[config.mk]
export PLATFORM = sky130hd
export DESIGN_NAME = mux_bist_ctrl_flat
export DESIGN_NICKNAME = d
export VERILOG_FILES = /design/src/rtl/mux_bist_ctrl_pkg.sv /design/src/rtl/mux_bist_ctrl_if.sv /design/src/rtl/mux_bist_ctrl_golden.sv /design/src/rtl/mux_bist_ctrl.sv /design/src/flat_wrapper.sv
export SDC_FILE = /design/constraint.sdc
export NUM_CORES = 1
export LEC_CHECK = 0
export ABC_CLOCK_PERIOD_IN_PS = 4019
export CORE_MARGIN = 4
export CORE_UTILIZATION = 59
export CTS_BUF_LIST = sky130_fd_sc_hd__clkbuf_4
export DETAILED_ROUTE_END_ITERATION = 10
export GPL_TIMING_DRIVEN = 0
export PLACE_DENSITY = 0.95
export SLEW_MARGIN = 20
export SYNTH_ARGS = -nofsm -noshare
export SYNTH_HDL_FRONTEND = slang
export SYNTH_HIERARCHICAL = 1
export SYNTH_SLANG_ARGS = --single-unit
[constraint.sdc]
create_clock -name clk -period 4.02 [get_ports clk]
set_clock_uncertainty 0.1 [all_clocks]
set_input_delay 0.603 -clock clk [delete_from_list [all_inputs] [get_ports clk]]
set_output_delay 0.603 -clock clk [all_outputs]
set_load 0.01 [all_outputs]
[src/rtl/mux_bist_ctrl_pkg.sv]
`default_nettype none
// ============================================================================
//  Module   : mux_bist_ctrl_pkg
//  Purpose  : Shared definitions for the 2:1 mux built-in self-test
//             controller: FSM state encoding, wire/vector counts and the
//             "no fault" index code.
//  Contents : state_t        - controller FSM states (3-bit encoding)
//             NUM_WIRES      - observed internal wires of the mux (9)
//             NUM_VECTORS    - exhaustive input vectors {I0,I1,S} (8)
//             FAULT_IDX_NONE - fault_idx value reported on a pass
//  Revision : 1.0 - initial release
// ============================================================================
package mux_bist_ctrl_pkg;

    localparam int          NUM_WIRES      = 9;
    localparam int          NUM_VECTORS    = 8;
    localparam logic [3:0]  FAULT_IDX_NONE = 4'hF;

    typedef enum logic [2:0] {
        ST_IDLE   = 3'd0,
        ST_APPLY  = 3'd1,
        ST_SETTLE = 3'd2,
        ST_CHECK  = 3'd3,
        ST_DONE   = 3'd4
    } state_t;

endpackage : mux_bist_ctrl_pkg
`default_nettype wire

[src/rtl/mux_bist_ctrl_if.sv]
`default_nettype none
// ============================================================================
//  Module   : mux_bist_ctrl_if
//  Purpose  : Bundles the BIST request/status signals and the drive/observe
//             wires towards the 2:1 mux under test.
//  Signals  : start                - single-cycle self-test request
//             dut_s/dut_i0/dut_i1  - select and data drives to the mux
//             dut_obs[8:0]         - observed internal wires of the mux
//             busy/done/pass/fail  - run status and result flags
//             fault_idx[3:0]       - lowest mismatching wire, 4'hF on pass
//             stuck_val            - inferred stuck-at value of that wire
//  Modports : master - the BIST controller
//             slave  - the environment (requester plus mux under test)
//  Revision : 1.0 - initial release
// ============================================================================
interface mux_bist_ctrl_if;
    import mux_bist_ctrl_pkg::*;

    logic                 start;
    logic                 dut_s;
    logic                 dut_i0;
    logic                 dut_i1;
    logic [NUM_WIRES-1:0] dut_obs;
    logic                 busy;
    logic                 done;
    logic                 pass;
    logic                 fail;
    logic [3:0]           fault_idx;
    logic                 stuck_val;

    modport master (
        input  start,
        input  dut_obs,
        output dut_s,
        output dut_i0,
        output dut_i1,
        output busy,
        output done,
        output pass,
        output fail,
        output fault_idx,
        output stuck_val
    );

    modport slave (
        output start,
        output dut_obs,
        input  dut_s,
        input  dut_i0,
        input  dut_i1,
        input  busy,
        input  done,
        input  pass,
        input  fail,
        input  fault_idx,
        input  stuck_val
    );

endinterface : mux_bist_ctrl_if
`default_nettype wire

[src/rtl/mux_bist_ctrl_golden.sv]
`default_nettype none
// ============================================================================
//  Module   : mux_golden_model
//  Purpose  : Combinational reference of the nine internal wires of a
//             gate-level 2:1 mux for a given {I0,I1,S} input vector.
//  Ports    : s_i, i0_i, i1_i     - select and data inputs of the vector
//             golden_o[8:0]       - expected wire values:
//                 [0]=I0 [1]=I1 [2..4]=S (fan-out branches) [5]=~S
//                 [6]=I1&S [7]=I0&~S [8]=mux output
//  Revision : 1.0 - initial release
// ============================================================================
module mux_golden_model
    import mux_bist_ctrl_pkg::*;
(
    input  wire logic                 s_i,
    input  wire logic                 i0_i,
    input  wire logic                 i1_i,
    output logic [NUM_WIRES-1:0]      golden_o
);

    logic w_and1;
    logic w_and0;

    assign w_and1 = i1_i & s_i;
    assign w_and0 = i0_i & ~s_i;

    assign golden_o[0] = i0_i;
    assign golden_o[1] = i1_i;
    assign golden_o[2] = s_i;
    assign golden_o[3] = s_i;
    assign golden_o[4] = s_i;
    assign golden_o[5] = ~s_i;
    assign golden_o[6] = w_and1;
    assign golden_o[7] = w_and0;
    assign golden_o[8] = w_and1 | w_and0;

endmodule : mux_golden_model
`default_nettype wire

[src/rtl/mux_bist_ctrl.sv]
`default_nettype none
// ============================================================================
//  Module   : mux_bist_ctrl
//  Purpose  : Exhaustive self-test of a 2:1 mux. Walks the eight vectors
//             {I0,I1,S}=0..7, waits SETTLE_CYCLES after each drive, compares
//             the nine observed wires against the golden model and stops at
//             the first mismatch, reporting the lowest failing wire and the
//             stuck-at value it implies.
//  Params   : SETTLE_CYCLES - wait cycles between drive and compare (1..15)
//  Ports    : clk   - clock, rising edge active
//             rst_n - asynchronous active-low reset
//             bus   - mux_bist_ctrl_if.master (request, drives, observes,
//                     status and result)
//  Revision : 1.0 - initial release
// ============================================================================
module mux_bist_ctrl
    import mux_bist_ctrl_pkg::*;
#(
    parameter int SETTLE_CYCLES = 2
)(
    input  wire logic        clk,
    input  wire logic        rst_n,
    mux_bist_ctrl_if.master  bus
);

    state_t                 state_q;
    logic [2:0]             vec_q;
    logic [3:0]             cnt_q;
    logic                   dut_s_q;
    logic                   dut_i0_q;
    logic                   dut_i1_q;
    logic                   busy_q;
    logic                   done_q;
    logic                   pass_q;
    logic                   fail_q;
    logic [3:0]             fault_idx_q;
    logic                   stuck_val_q;
    logic                   result_pass_q;

    logic [NUM_WIRES-1:0]   w_golden;
    logic [NUM_WIRES-1:0]   w_mismatch;
    logic [3:0]             w_fault_idx;
    logic                   w_stuck_val;

    // Golden values for the vector currently held in vec_q; vec_q is
    // stable from APPLY through CHECK, so the compare sees the right vector.
    mux_golden_model u_golden (
        .s_i      (vec_q[0]),
        .i0_i     (vec_q[2]),
        .i1_i     (vec_q[1]),
        .golden_o (w_golden)
    );

    assign w_mismatch = bus.dut_obs ^ w_golden;

    // Lowest mismatching wire wins: scanning downwards lets the lowest
    // index overwrite any higher one.
    always_comb begin
        w_fault_idx = FAULT_IDX_NONE;
        w_stuck_val = 1'b0;
        for (int i = NUM_WIRES - 1; i >= 0; i--) begin
            if (w_mismatch[i]) begin
                w_fault_idx = 4'(i);
                w_stuck_val = ~w_golden[i];
            end
        end
    end

    always_ff @(posedge clk or negedge rst_n) begin
        if (!rst_n) begin
            state_q       <= ST_IDLE;
            vec_q         <= 3'd0;
            cnt_q         <= 4'd0;
            dut_s_q       <= 1'b0;
            dut_i0_q      <= 1'b0;
            dut_i1_q      <= 1'b0;
            busy_q        <= 1'b0;
            done_q        <= 1'b0;
            pass_q        <= 1'b0;
            fail_q        <= 1'b0;
            fault_idx_q   <= FAULT_IDX_NONE;
            stuck_val_q   <= 1'b0;
            result_pass_q <= 1'b0;
        end else begin
            case (state_q)
                ST_IDLE, ST_DONE: begin
                    if (bus.start) begin
                        state_q       <= ST_APPLY;
                        vec_q         <= 3'd0;
                        busy_q        <= 1'b1;
                        done_q        <= 1'b0;
                        pass_q        <= 1'b0;
                        fail_q        <= 1'b0;
                        fault_idx_q   <= FAULT_IDX_NONE;
                        stuck_val_q   <= 1'b0;
                        result_pass_q <= 1'b0;
                    end else if (state_q == ST_DONE) begin
                        // Flags publish one cycle into DONE so done, pass
                        // and fail always appear together as one result.
                        done_q <= 1'b1;
                        pass_q <= result_pass_q;
                        fail_q <= ~result_pass_q;
                    end
                end

                ST_APPLY: begin
                    dut_i0_q <= vec_q[2];
                    dut_i1_q <= vec_q[1];
                    dut_s_q  <= vec_q[0];
                    cnt_q    <= 4'(SETTLE_CYCLES);
                    state_q  <= ST_SETTLE;
                end

                ST_SETTLE: begin
                    // <= 1 rather than == 1 keeps a zero count from spinning.
                    if (cnt_q <= 4'd1) begin
                        cnt_q   <= 4'd0;
                        state_q <= ST_CHECK;
                    end else begin
                        cnt_q <= cnt_q - 4'd1;
                    end
                end

                ST_CHECK: begin
                    if (|w_mismatch) begin
                        fault_idx_q   <= w_fault_idx;
                        stuck_val_q   <= w_stuck_val;
                        result_pass_q <= 1'b0;
                        busy_q        <= 1'b0;
                        state_q       <= ST_DONE;
                    end else if (vec_q == 3'(NUM_VECTORS - 1)) begin
                        result_pass_q <= 1'b1;
                        busy_q        <= 1'b0;
                        state_q       <= ST_DONE;
                    end else begin
                        vec_q   <= vec_q + 3'd1;
                        state_q <= ST_APPLY;
                    end
                end

                default: begin
                    state_q <= ST_IDLE;
                end
            endcase
        end
    end

    assign bus.dut_s     = dut_s_q;
    assign bus.dut_i0    = dut_i0_q;
    assign bus.dut_i1    = dut_i1_q;
    assign bus.busy      = busy_q;
    assign bus.done      = done_q;
    assign bus.pass      = pass_q;
    assign bus.fail      = fail_q;
    assign bus.fault_idx = fault_idx_q;
    assign bus.stuck_val = stuck_val_q;

endmodule : mux_bist_ctrl
`default_nettype wire

[src/flat_wrapper.sv]
// flat-port wrapper written by rule: the top's interface ports become plain ports
module mux_bist_ctrl_flat import mux_bist_ctrl_pkg::*;
#(
    parameter int SETTLE_CYCLES = 2
)
  (clk, rst_n, bus_start, bus_dut_obs, bus_dut_s, bus_dut_i0, bus_dut_i1, bus_busy, bus_done, bus_pass, bus_fail, bus_fault_idx, bus_stuck_val);
  mux_bist_ctrl_if bus_i ();
  input  wire logic clk;
  input  wire logic rst_n;
  input wire logic [$bits(bus_i.start)-1:0] bus_start;
  input wire logic [$bits(bus_i.dut_obs)-1:0] bus_dut_obs;
  output wire logic [$bits(bus_i.dut_s)-1:0] bus_dut_s;
  output wire logic [$bits(bus_i.dut_i0)-1:0] bus_dut_i0;
  output wire logic [$bits(bus_i.dut_i1)-1:0] bus_dut_i1;
  output wire logic [$bits(bus_i.busy)-1:0] bus_busy;
  output wire logic [$bits(bus_i.done)-1:0] bus_done;
  output wire logic [$bits(bus_i.pass)-1:0] bus_pass;
  output wire logic [$bits(bus_i.fail)-1:0] bus_fail;
  output wire logic [$bits(bus_i.fault_idx)-1:0] bus_fault_idx;
  output wire logic [$bits(bus_i.stuck_val)-1:0] bus_stuck_val;
  assign bus_i.start = bus_start;
  assign bus_i.dut_obs = bus_dut_obs;
  assign bus_dut_s = bus_i.dut_s;
  assign bus_dut_i0 = bus_i.dut_i0;
  assign bus_dut_i1 = bus_i.dut_i1;
  assign bus_busy = bus_i.busy;
  assign bus_done = bus_i.done;
  assign bus_pass = bus_i.pass;
  assign bus_fail = bus_i.fail;
  assign bus_fault_idx = bus_i.fault_idx;
  assign bus_stuck_val = bus_i.stuck_val;
  mux_bist_ctrl #(.SETTLE_CYCLES(SETTLE_CYCLES)) u_core (.clk(clk), .rst_n(rst_n), .bus(bus_i));
endmodule
==> metrics.txt, run 1 <==
outcome=finished, final reports clean; wire length per cell=16.50 um; fin cells=218; Syn Area/Cell=around 9.4 um^2; Die ar.=3448 um^2; syn nets=178; post-route cell area=approximately 1800 um^2; Unique masters post-synth=51; Tcrit/Tclk final=65.57%; sw frac=39.52%; PortBufs=23; prevailing post-synth register cell=dfrtp_1; Die W=58.72 um; CP top delay family=simple AND/OR/NAND/NOR gates; Area contributors post-synth=dfrtp_1 31%, dfstp_2 6.9%, inv_1 4.2%; Most Frequent Cell on Critical Path=or4_4; total grt overflow=0; ys async rst share=100.0%; endpoints failing setup=0; core box area=2455 um^2; share of layout cells above drive strength 1=16.49%; Initial Util=around three fifths; crit path launch type=input port; crit end category=flop; CP cell instances=clkdlybuf4s50_1, xor2_1, or4_4, or4_4, nor2_4, mux2i_1; Max-slew headroom=66.31%; area post-placement=1785 um^2; CTS buffer count=3; Critical Path Fanout Max=4; ANT cells=0; Mapped Area=1518 um^2; IO Pins=24; placed insts=214; PostCTS Resize Cnt=0; TritonCTS clock tree=built; Sum Neg Setup Slack=0 ns; GRT Util Overall=22.54%; CTS Hold Bufs=0; Synth Register Bits=23; Internal Power=slightly below 600 uW; largest net degree at the start of global routing=24; share of the synthesized area in the top cell type=a little under a third; Area Growth Syn to Fin=19.29%; Ys Warns=6; Clock Sinks=23; DRT Pass-1 Iters=4; Multi-input gate area=794.5 um^2; max incr delay on CP=a little under 0.6 ns; WL final=3597 um; Final Util=73.75%; GPL Wtd Cong=0.8585; Root Driver=clkbuf_4; H-tree levels=1; maximum vdd ir drop=0.5153 mV; Leak=0.7976 nW; worst hold slack=roughly 0.15 ns; Fill cells=169; post-synth top area cell=dfrtp_1; Design Power=984.5 uW; post-route ant nets=0; total number of vias=1331; Fin. Hold Viols=0; row count=18; Setup Crit Path Kind=input port to flop; DRC errors left=0; Arrival @ worst endpoint=2.76 ns; Post-synth top cells=19 x dfrtp_1, 17 x inv_1, 10 x nor2_1, 10 x o21ai_0, 8 x buf_4; Final HPWL DP=2733 um; deepest clock path buffer count=2; Seq/Total Area, Yosys=38.25%; Fmax achieved=379.4 MHz; final worst path period need=2.636 ns; Final WS setup=1.384 ns; Place WS=1.104 ns; Clock transition at path regs=0.12 ns; buffers and inverters on the worst path=1; Final Max Tran Viols=0; Post-synth EDFFs=0; Chip Height=58.72 um; Hold Path Class=input port to async pin; DRT iter0 DRCs=47; clock power share=10.9%; switching power=389.0 uW; vias in the first global route=1334; Req. time, crit path=4.14 ns; Seq pwr share=37.3%; number of nets in the layout=206; slowest CP cell=or4_4; Worst-Margin Slew=0.5000 ns; global-route wire length before repair=~6000 um; RSZ-0062 raised after global routing=no; Max Cap Viol=0; register area=slightly below 600 um^2; Mapped Cells=161; post-DR vias/cell=6.106; Comb pwr share=51.8%; power per cell area=543.8 nW/um^2; Post-CTS Setup Inserts=0; antenna violations before repair=0; clock latency reported for the late side of the worst-skew pair=0.30 ns; most numerous cell in the Yosys netlist=dfrtp_1
==> placed cells by master (no fill, tap or decap), drive strengths merged, types with 5 or more instances in the layout <==
cell	instances
dfrtp	19
xor2	5
inv	18
nand2	5
ha	5
nor3	7
buf	9
o21ai	10
xnor2	5
a21oi	6
clkdlybuf4s50	22
nor2	11
clkbuf	7
==> worst paths after layout <==
path                       slack (ns)                                start                             endpoint  cells after the start
min reg2reg                      0.41  u_core/bus.fault_idx[0]$_DFFE_PN1P_  u_core/bus.fault_idx[0]$_DFFE_PN1P_                      1
max in group asynchronous        3.31                                rst_n  u_core/bus.fault_idx[2]$_DFFE_PN1P_                      1
min in group clk                 0.41  u_core/bus.fault_idx[0]$_DFFE_PN1P_  u_core/bus.fault_idx[0]$_DFFE_PN1P_                      1
max reg2reg                      1.44          u_core/vec_q[0]$_DFFE_PN0P_          u_core/vec_q[2]$_DFFE_PN0P_                      6
min                              0.15                                rst_n          u_core/bus.done$_DFFE_PN0P_                      1
max                              1.38                       bus_dut_obs[1]          u_core/vec_q[2]$_DFFE_PN0P_                      6
==> worst reg2reg max path, cell delays in order (launching register included) <==
cell	delay, ns
dfrtp_1	0.53
buf_4	0.21
xor2_1	0.18
or4_4	0.56
or4_4	0.52
nor2_4	0.18
mux2i_1	0.22
==> routing by layer <==
layer	vias up	global-route usage, %	share of wire, %
met3	14	4.386	5.6
met5	-	0	0
met4	0	7.767	2.9
met1	638	27.67	40
met2	59	39.27	52
li1	620	-	-
==> power by group through the flow <==
stage                     logic, mW  clock network (mW)  registers [mW]
after global placement        0.468                   0           0.362
final                         0.510               0.108           0.367
after floorplan               0.311                   0           0.376
after detailed placement      0.502                   0           0.369
after global routing          0.560               0.126           0.377
after CTS                     0.505               0.111           0.365
==> flip-flops by register name (all words and copies together), names as in the netlist <==
register	cells
u_core/bus.pass	1
u_core/state_q	3
u_core/bus.dut_i0	1
u_core/bus.fail	1
u_core/result_pass_q	1
u_core/bus.fault_idx	4
u_core/bus.busy	1
u_core/bus.dut_i1	1
u_core/bus.stuck_val	1
u_core/bus.done	1
u_core/vec_q	3
u_core/cnt_q	4
u_core/bus.dut_s	1
==> layout make-up <==
class                           instances  share of cell area, %
Multi-Input combinational cell        109                  43.88
Clock buffer                            4                  1.659
Tap cell                               30                  2.073
Sequential cell                        23                  32.07
Timing Repair Buffer                   23                  12.44
Buffer                                 11                  4.147
Inverter                               18                  3.732
==> cell families after synthesis <==
| group | synth area share, % |
|---|---|
| fa+ha+maj | 4.782 |
| xor+xnor | 5.771 |
| simple gates | 15.09 |
| flops | 38.25 |
| compound gates | 20.86 |
| buf+inv | 9.398 |
| mux | 5.853 |
Note: power is estimated with default switching activity, not from simulation.
==> run 2, diff against run 1 <==
- ABC_CLOCK_PERIOD_IN_PS: 4019 -> 2800
- CORE_UTILIZATION: 59 -> 55
- PLACE_DENSITY: 0.95 -> 0.91
- clock period: 4.02 -> 2.8 ns (I/O delays scaled with it)
==> metrics.txt, run 2 (same netlist as run 1, synthesis figures left out) <==
Internal Power=856.2 uW; Critical Path Fanout Max=11; DRT iter0 DRCs=66; buffers and inverters on the worst path=1; Tcrit/Tclk final=slightly above 90%; post-DR vias/cell=6.032; antenna violations before repair=0; Die ar.=3664 um^2; Chip Height=60.53 um; hold path start=u_core/bus.fault_idx[0]$_DFFE_PN1P_; Fill cells=between 150 and 200; Final Max Tran Viols=0; Die W=60.53 um; Fmax achieved=394.8 MHz; Final HPWL DP=2592 um; Arrival @ worst endpoint=2.66 ns; sw frac=approximately two fifths; Most Frequent Cell on Critical Path=or4_4; crit path launch type=flop; CTS buffer count=3; Leak=0.8018 nW; DRC errors left=0; IO Pins=24; Hold Path Class=flop to flop; Req. time, crit path=about 3 ns; deepest clock path buffer count=2; Design Power=between 1 and 1.5 mW; GRT Util Overall=20.01%; crit end category=flop; Fin. Hold Viols=0; max incr delay on CP=0.55 ns; Root Driver=clkbuf_4; vias in the first global route=1263; Final WS setup=0.2670 ns; share of layout cells above drive strength 1=16.40%; Initial Util=~60%; total grt overflow=0; largest net degree at the start of global routing=24; CP startpoint=u_core/vec_q[0]$_DFFE_PN0P_; FF-to-FF Start=u_core/vec_q[0]$_DFFE_PN0P_; outcome=finished, final reports clean; Sum Neg Setup Slack=0 ns; final worst path period need=2.533 ns; TritonCTS clock tree=built; WL final=3337 um; GPL Wtd Cong=0.8967; switching power=545.1 uW; ANT cells=0; commonest non-fill, non-tap cells in the layout=22 x clkdlybuf4s50_1, 19 x dfrtp_1, 17 x inv_1; Worst-Margin Slew=0.5439 ns; H-tree levels=1; power per cell area=between 700 and 800 nW/um^2; clock power share=11.5%; RSZ-0062 raised after global routing=no; Place WS=0.09600 ns; row count=18; CP cell instances=buf_4, xor2_1, or4_4, or4_4, nor2_4, mux2i_1; Max-slew headroom=between 60% and 70%; slowest CP cell=or4_4; post-route ant nets=0; CP top delay family=simple AND/OR/NAND/NOR gates; Clock transition at path regs=0.12 ns; endpoints failing setup=0; Setup Crit Path Kind=flop to flop; number of nets in the layout=207; Clock Sinks=23; clock latency reported for the late side of the worst-skew pair=0.31 ns; maximum vdd ir drop=0.7200 mV; register area=580.6 um^2; Area Growth Syn to Fin=19.95%; Post-CTS Setup Inserts=0; commonest non-fill, non-tap cell in the layout=clkdlybuf4s50_1; PortBufs=23; Comb pwr share=between 50% and 60%; core box area=2545 um^2; total number of vias=between 1000 and 1500; Max Cap Viol=0; global-route wire length before repair=around 5600 um; Multi-input gate area=794.5 um^2; DRT Pass-1 Iters=4; Seq pwr share=37.4%; wire length per cell=between 15 and 20 um
[run 2: cell count changes in the layout (fill, tap and decap cells not counted), sizes merged]
cell	before	now
dlygate4sd3	0	1
[run 2: timing repair]
action                                  in CTS  in global routing
gates resized for setup                      0                  0
endpoints found under the setup margin       0                  0
hold endpoints to repair                     0                 19
hold buffers                                 0                  1
[run 2: path summary, 6_finish.rpt]
kind                                                            end  slack, ns  cells past startpoint
worst max-delay path                    u_core/vec_q[1]$_DFFE_PN0P_       0.27                      6
worst min-delay path            u_core/bus.fault_idx[0]$_DFFE_PN1P_       0.41                      1
worst max register to register          u_core/vec_q[1]$_DFFE_PN0P_       0.27                      6
worst min register to register  u_core/bus.fault_idx[0]$_DFFE_PN1P_       0.41                      1
max in group asynchronous       u_core/bus.fault_idx[2]$_DFFE_PN1P_       1.75                      2
min in group asynchronous               u_core/bus.done$_DFFE_PN0P_       0.49                      2
[run 2: area by class of cell]
class                   instances  share of cell area [%]
flip-flops and latches         23                   31.89
multi-input cells             109                   43.64
inverters                      18                   3.711
repair buffers                 24                   12.92
clock buffers                   4                   1.649
well taps                      30                   2.062
plain buffers                  11                   4.124
[run 2: layer usage]
metal,vias up,wire length (um),GRT usage (%)
met2,42,1730,35.96
li1,625,-,-
met4,0,19,3.096
met5,-,0,0
met3,4,203,5.106
met1,650,1383,24.76
[run 2: power groups by stage]
stage | logic [mW] | registers (mW) | clock network [mW]
6_report | 0.717 | 0.523 | 0.161
5_1_grt | 0.792 | 0.537 | 0.180
4_1_cts | 0.715 | 0.521 | 0.163
3_5_place_dp | 0.705 | 0.528 | 0
3_3_place_gp | 0.672 | 0.519 | 0
2_1_floorplan | 0.446 | 0.540 | 0
[run 2: metrics by stage]
step | cell area [um^2] | util, % | cells | hold WS (ns)
floorplan | 1518 | - | 161 | 0.02441
global placement | 1785 | 70.16 | 214 | 0.3750
detailed placement | 1785 | 70.16 | 214 | 0.3929
CTS | 1815 | 71.34 | 218 | 0.4140
global route | 1821 | 71.53 | 219 | 0.4335
finish | 1821 | 71.53 | 219 | 0.4146
[run 2: worst reg2reg max path: cells and delay by family, from the launching register on]
family / cells / cell delay (ns)
buffers and inverters: 1 / 0.21
DFF: 1 / 0.52
xor gates and xnor gates: 1 / 0.18
and+or+nand+nor: 3 / 1.23
muxes: 1 / 0.22
==> run 3, diff against run 2 <==
- ABC_CLOCK_PERIOD_IN_PS: 2800 -> not set
==> results of run 3 <==
The final DEF is identical to that of run 2; final timing and power are the same.
